### src/rtl/vdot_reduce.sv
// vdot_reduce: folds a 16-lane binary16 product vector into one scalar,
// adding one lane per cycle (left fold from +0, lane 0 first), and hands the
// result plus destination tag to writeback.
// Optional build macro: VDOT_ZERO_SKIP_EN -- skip lanes whose magnitude is
// zero, so latency becomes max(N,1) cycles for N nonzero lanes.
// Handshake: a transfer happens on a rising edge where valid && ready are both
// high; valid never depends on ready, and data is held while valid && !ready.
module vdot_reduce #(
   parameter int LANES  = 16,
   parameter int LANE_W = 16,
   parameter int TAG_W  = 4
) (
   input  logic                    clk,
   input  logic                    rst,
   input  logic                    flush,
   input  logic                    in_valid,
   output logic                    in_ready,
   input  logic [LANES*LANE_W-1:0] in_vec,
   input  logic [TAG_W-1:0]        in_tag,
   output logic                    out_valid,
   input  logic                    out_ready,
   output logic [LANE_W-1:0]       out_result,
   output logic [TAG_W-1:0]        out_tag,
   output logic                    busy
);

   localparam int IDX_W = (LANES > 1) ? $clog2(LANES) : 1;

   typedef enum logic [1:0] {IDLE, ACCUM, DONE} state_t;

   state_t                  state, state_next;
   logic [LANES*LANE_W-1:0] vec_r;
   logic [TAG_W-1:0]        tag_r;
   logic [LANE_W-1:0]       acc, lane, sum;
   logic                    accept, add_en, last;

   // binary16 add, round-to-nearest-even with subnormals. Finite operands are
   // turned into exact integers in units of 2^-24 (41 bits covers 2*65504), so
   // the sum is exact and only one rounding step is needed. NaN results are the
   // canonical quiet NaN 7E00; an exact cancellation yields +0, while -0 + -0
   // stays -0.
   function automatic logic [15:0] float_add(input logic [15:0] a, input logic [15:0] b);
      logic [4:0]  ea, eb;
      logic [40:0] ma, mb, mag, rest;
      logic [11:0] sig_r;
      logic        sr, guard, sticky;
      logic [15:0] res;
      int          sh_a, sh_b, lead, sh;
      ea = a[14:10];
      eb = b[14:10];
      res = 16'h0000;
      if ((ea == 5'h1F && a[9:0] != 10'd0) || (eb == 5'h1F && b[9:0] != 10'd0) ||
          (ea == 5'h1F && eb == 5'h1F && a[15] != b[15])) begin
         res = 16'h7E00;
      end else if (ea == 5'h1F) begin
         res = a;
      end else if (eb == 5'h1F) begin
         res = b;
      end else begin
         sh_a = (ea == 5'd0) ? 0 : int'(ea) - 1;
         sh_b = (eb == 5'd0) ? 0 : int'(eb) - 1;
         ma = 41'({(ea != 5'd0), a[9:0]}) << sh_a;
         mb = 41'({(eb != 5'd0), b[9:0]}) << sh_b;
         if (a[15] == b[15]) begin
            mag = ma + mb;
            sr  = a[15];
         end else if (ma >= mb) begin
            mag = ma - mb;
            sr  = a[15];
         end else begin
            mag = mb - ma;
            sr  = b[15];
         end
         if (mag == 41'd0) begin
            res = {a[15] & b[15], 15'h0000};
         end else if (mag < 41'd2048) begin
            // Below 2^-13 every value is exact and its encoding is the integer itself.
            res = {sr, mag[14:0]};
         end else begin
            lead = 0;
            for (int i = 0; i < 41; i++) begin
               if (mag[i]) lead = i;
            end
            sh     = lead - 10;
            rest   = mag >> (sh - 1);
            guard  = rest[0];
            sticky = |(mag & ((41'd1 << (sh - 1)) - 41'd1));
            sig_r  = {1'b0, 11'(mag >> sh)};
            if (guard && (sticky || sig_r[0])) sig_r = sig_r + 12'd1;
            if (sig_r[11]) begin
               sig_r = 12'd1024;
               sh    = sh + 1;
            end
            if (sh + 1 >= 31) res = {sr, 15'h7C00};
            else              res = {sr, 5'(sh + 1), sig_r[9:0]};
         end
      end
      return res;
   endfunction

`ifdef VDOT_ZERO_SKIP_EN
   logic [LANES-1:0] mask_r, mask_next, nz_mask;
   logic [IDX_W-1:0] sel;

   // Pick the lowest pending nonzero lane and build the capture-time mask.
   always_comb begin
      sel = '0;
      for (int i = LANES - 1; i >= 0; i--) begin
         if (mask_r[i]) sel = IDX_W'(i);
      end
      nz_mask = '0;
      for (int i = 0; i < LANES; i++) begin
         nz_mask[i] = |in_vec[i*LANE_W +: LANE_W-1];
      end
      mask_next = mask_r & ~(LANES'(1) << sel);
      add_en    = |mask_r;
      last      = (mask_next == '0);
      lane      = vec_r[LANE_W*int'(sel) +: LANE_W];
      sum       = add_en ? float_add(acc, lane) : acc;
   end
`else
   logic [IDX_W-1:0] idx;

   // Fixed walk over every lane in order.
   always_comb begin
      add_en = 1'b1;
      last   = (idx == IDX_W'(LANES - 1));
      lane   = vec_r[LANE_W*int'(idx) +: LANE_W];
      sum    = float_add(acc, lane);
   end
`endif

   // State register.
   always_ff @(posedge clk or posedge rst) begin
      if (rst) state <= IDLE;
      else     state <= state_next;
   end

   // Next-state and handshake outputs; flush forces IDLE from any state.
   always_comb begin
      state_next = state;
      in_ready   = 1'b0;
      out_valid  = 1'b0;
      busy       = 1'b0;
      case (state)
         IDLE: begin
            in_ready = 1'b1;
            if (in_valid) state_next = ACCUM;
         end
         ACCUM: begin
            busy = 1'b1;
            if (last) state_next = DONE;
         end
         DONE: begin
            busy      = 1'b1;
            out_valid = !flush;
            if (out_ready) state_next = IDLE;
         end
         default: state_next = IDLE;
      endcase
      if (flush) state_next = IDLE;
      accept = in_valid && in_ready && !flush;
   end

   // Datapath: capture on accept, accumulate in ACCUM, load outputs on the last add.
   always_ff @(posedge clk or posedge rst) begin
      if (rst) begin
         vec_r      <= '0;
         tag_r      <= '0;
         acc        <= '0;
         out_result <= '0;
         out_tag    <= '0;
`ifdef VDOT_ZERO_SKIP_EN
         mask_r     <= '0;
`else
         idx        <= '0;
`endif
      end else if (accept) begin
         vec_r  <= in_vec;
         tag_r  <= in_tag;
         acc    <= '0;
`ifdef VDOT_ZERO_SKIP_EN
         mask_r <= nz_mask;
`else
         idx    <= '0;
`endif
      end else if (state == ACCUM && !flush) begin
         acc    <= sum;
`ifdef VDOT_ZERO_SKIP_EN
         mask_r <= mask_next;
`else
         idx    <= idx + IDX_W'(1);
`endif
         if (last) begin
            out_result <= sum;
            out_tag    <= tag_r;
         end
      end
   end

endmodule
### config.mk
export PLATFORM = sky130hd
export DESIGN_NAME = vdot_reduce
export DESIGN_NICKNAME = d
export VERILOG_FILES = /design/src/rtl/vdot_reduce.sv
export SDC_FILE = /design/constraint.sdc
export NUM_CORES = 2
export LEC_CHECK = 0
export BUFFER_PORTS_ARGS = -buffer_cell sky130_fd_sc_hd__clkbuf_2
export CAP_MARGIN = 5
export CORE_AREA = 5 5 306 308
export CTS_CLUSTER_SIZE = 40
export DETAILED_ROUTE_END_ITERATION = 6
export DIE_AREA = 0 0 311 313
export GPL_ROUTABILITY_DRIVEN = 1
export PLACE_DENSITY_LB_ADDON = 0.3
export SLEW_MARGIN = 20
export SYNTH_ARGS = -nofsm -noshare
export SYNTH_HDL_FRONTEND = slang
export SYNTH_SLANG_ARGS = --single-unit
export TNS_END_PERCENT = 100
### constraint.sdc
create_clock -name clk -period 15.3 [get_ports clk]
set_input_delay 1.53 -clock clk [delete_from_list [all_inputs] [get_ports clk]]
set_output_delay 1.53 -clock clk [all_outputs]
set_load 0.03 [all_outputs]
==> flow_metrics.tcl <==
set metrics [dict create \
    crit_path_frequent_cell "ha_1" \
    worstSetupPathType "reg -> reg" \
    yosys.area.top_type "dfrtp_1" \
    maxCapViolCount 0 \
    ys_seq_area_share_pct 24.8 \
    die_area_um2 97300 \
    rrSetupSlack_ns 0.51 \
    end_kind "register" \
    fin_crit_ns 14.79 \
    synth_top_area_share_pct 24.8 \
    cts-buffers-inserted 28 \
    layout_commonest_cell "nand2_1" \
    critPathMaxStageDelay_ns 0.65 \
    syn_nets 4414 \
    status "completed" \
    syn_to_final_growth_pct 12.1 \
    track_usage_pct 26.4 \
    layout_common_cells "nand2_1, dfrtp_1, clkbuf_2, a21oi_1, nor2_1" \
    wirelength_mm 136 \
    cts_tree "built" \
    slowest_stage "dfrtp_4" \
    setup_viol 0 \
    clk_pin_slew_ns 0.10 \
    vias 32900 \
    filler_cell_count 9716 \
    synthMuxAreaShare_pct 9.14 \
    worst_setup_path_start_kind "register" \
    drtAntennaViolNets 0 \
    clock.fmax_mhz 67.6 \
    die_y_um 313 \
    viasPerCell 6.09 \
    synth_cell_types 135 \
    slew_headroom_pct 13.1 \
    clock_latency_ns 0.63 \
    fin_crit_sh_pct 96.7 \
    cts.sinks 302 \
    portBuffers 287 \
    die_w_um 311 \
    dp_hpwl_mm 109 \
    place_congestion 1.10 \
    overflow 0 \
    drc 0 \
    std_cell_rows 111 \
    synthFlopType "dfrtp_1" \
    synth_xor_area_share_pct 2.96 \
    fin_nets 4596 \
    avgRoutedWirePerCell_um 25.3 \
    worst_slew_pin_slew_ns 1.29 \
    synth-simple-area-share_pct 27.2 \
    antenna_found_initial 4 \
    core_area_um2 90800 \
    start_util_pct 33.6 \
    synth.avg_cell_area_um2 7.63 \
    synth_warnings 0 \
    synth_compound_area_share_pct 24.2 \
    dr.pass1.iters 7 \
    worst-path-buf-inv 5 \
    syn-instance-count 3998 \
    htreeDepth 1 \
    place_area_um2 33200 \
    grt_pass1_wl_mm 201 \
    cp_top_family "simple AND/OR/NAND/NOR gates" \
    final_layout_size_suffix_gt1_share_pct 16.5 \
    crit_required_ns 15.75 \
    syn_area_um2 30500 \
    synth_adder_area_share_pct 6.27 \
    drv_slew 0 \
    synth_top_family_by_area "simple AND/OR/NAND/NOR gates" \
    ioPinCount 288 \
    hp-class "reg -> reg" \
    cp_data_arrival_time_ns 15.25 \
    ctsHoldBuffers 0 \
    cp_max_fo 21 \
    stdcell_area_um2 34200 \
    ys_seq_elements 302 \
    hold_viol 0 \
    clock_skew_ns 0.0710 \
    synthArstFlopShare_pct 100 \
    grt_max_degree 216 \
    cts_root_buf "clkbuf_16" \
    synth.area.top_cells "dfrtp_1, nand2_1, mux4_2" \
    clockBufferDepth 3 \
    dr.first_iter.drc_count 3976 \
    synth_edf_count 0 \
    grt_pass1_vias 31500 \
]
-- what timing repair did --
| item | in CTS | in global routing |
|---|---|---|
| buffers inserted | 0 | 4 |
| gates resized for setup | 0 | 7 |
| hold endpoints to repair | 0 | 0 |
| setup endpoints to repair | 0 | 30 |
-- metrics by stage --
stage	hold WS [ns]	util, %	setup WS [ns]	instances	TNS, ns
after floorplan	0.439	-	1.94	3998	0
after global placement	0.451	36.5	0.779	5332	0
after detailed placement	0.457	36.5	0.599	5332	0
after CTS	0.414	37.5	0.550	5384	0
after global routing	0.457	37.6	-0.00900	5388	-0.0174
final	0.420	37.7	0.506	5391	0
-- worst min-delay path: stages, from the launching register on --
cell and delay (ns):
dfrtp_1 0.35, nand2_1 0.06, nand2_1 0.05
-- state kept, by name (all words and copies together), names as in the netlist --
| signal | cells |
|---|---|
| vec_r | 256 |
| out_tag | 4 |
| state | 2 |
| idx | 4 |
| out_result | 16 |
| acc | 16 |
| tag_r | 4 |
-- worst paths after layout --
kind | from | to | depth (start not counted)
min reg2reg | tag_r[1] | out_tag[1] | 2
max reg2reg | idx[0] | acc[8] | 48
max in group asynchronous | rst | out_result[11] | 4
min in group asynchronous | rst | vec_r[38] | 2
max | idx[0] | acc[8] | 48
min | tag_r[1] | out_tag[1] | 2
-- cell type report --
| type | count | area [µm²] | area share (%) |
|---|---|---|---|
| Sequential cell | 302 | 7560 | 22.1 |
| Multi-Input combinational cell | 3289 | 21300 | 62.3 |
| Antenna cell | 3 | 7.51 | 0.0220 |
| Timing Repair Buffer | 393 | 2280 | 6.66 |
| Tap cell | 1186 | 1480 | 4.34 |
| Clock buffer | 34 | 723 | 2.11 |
| Inverter | 166 | 632 | 1.85 |
| Clock inverter | 18 | 190 | 0.556 |
-- cell usage after synthesis (all sizes together), types with 26 or more instances --
master and n:
buf 107, o31ai 42, a21o 44, nand4 59, ha 148, dfrtp 302
nand3 74, nor4 45, a211oi 54, clkbuf 134, mux2i 52, nor2 226
nor3 104, nand2b 29, and2 38, mux4 88, nand2 1070, o21bai 26
inv 161, o21ai 203, o211ai 53, nor2b 28, o21a 32, a21oi 278
a31oi 49, xnor2 75, and4 28, a2111oi 27
-- metal layers --
layer	routed length [µm]	global-route usage, %
met3	13100	5.60
met5	27	0
met4	9330	13.6
met1	53900	34.2
met2	59900	41.9
-- kinds of logic after synthesis --
| logic type | after synthesis |
|---|---|
| flops | 302 |
| buf+inv | 407 |
| fa+ha+maj | 151 |
| xor+xnor | 95 |
| compound gates | 1064 |
| mux | 165 |
| simple gates | 1814 |
Power is not shown: default switching activity piles up to over one toggle a cycle in this logic, so the estimate is an artifact.
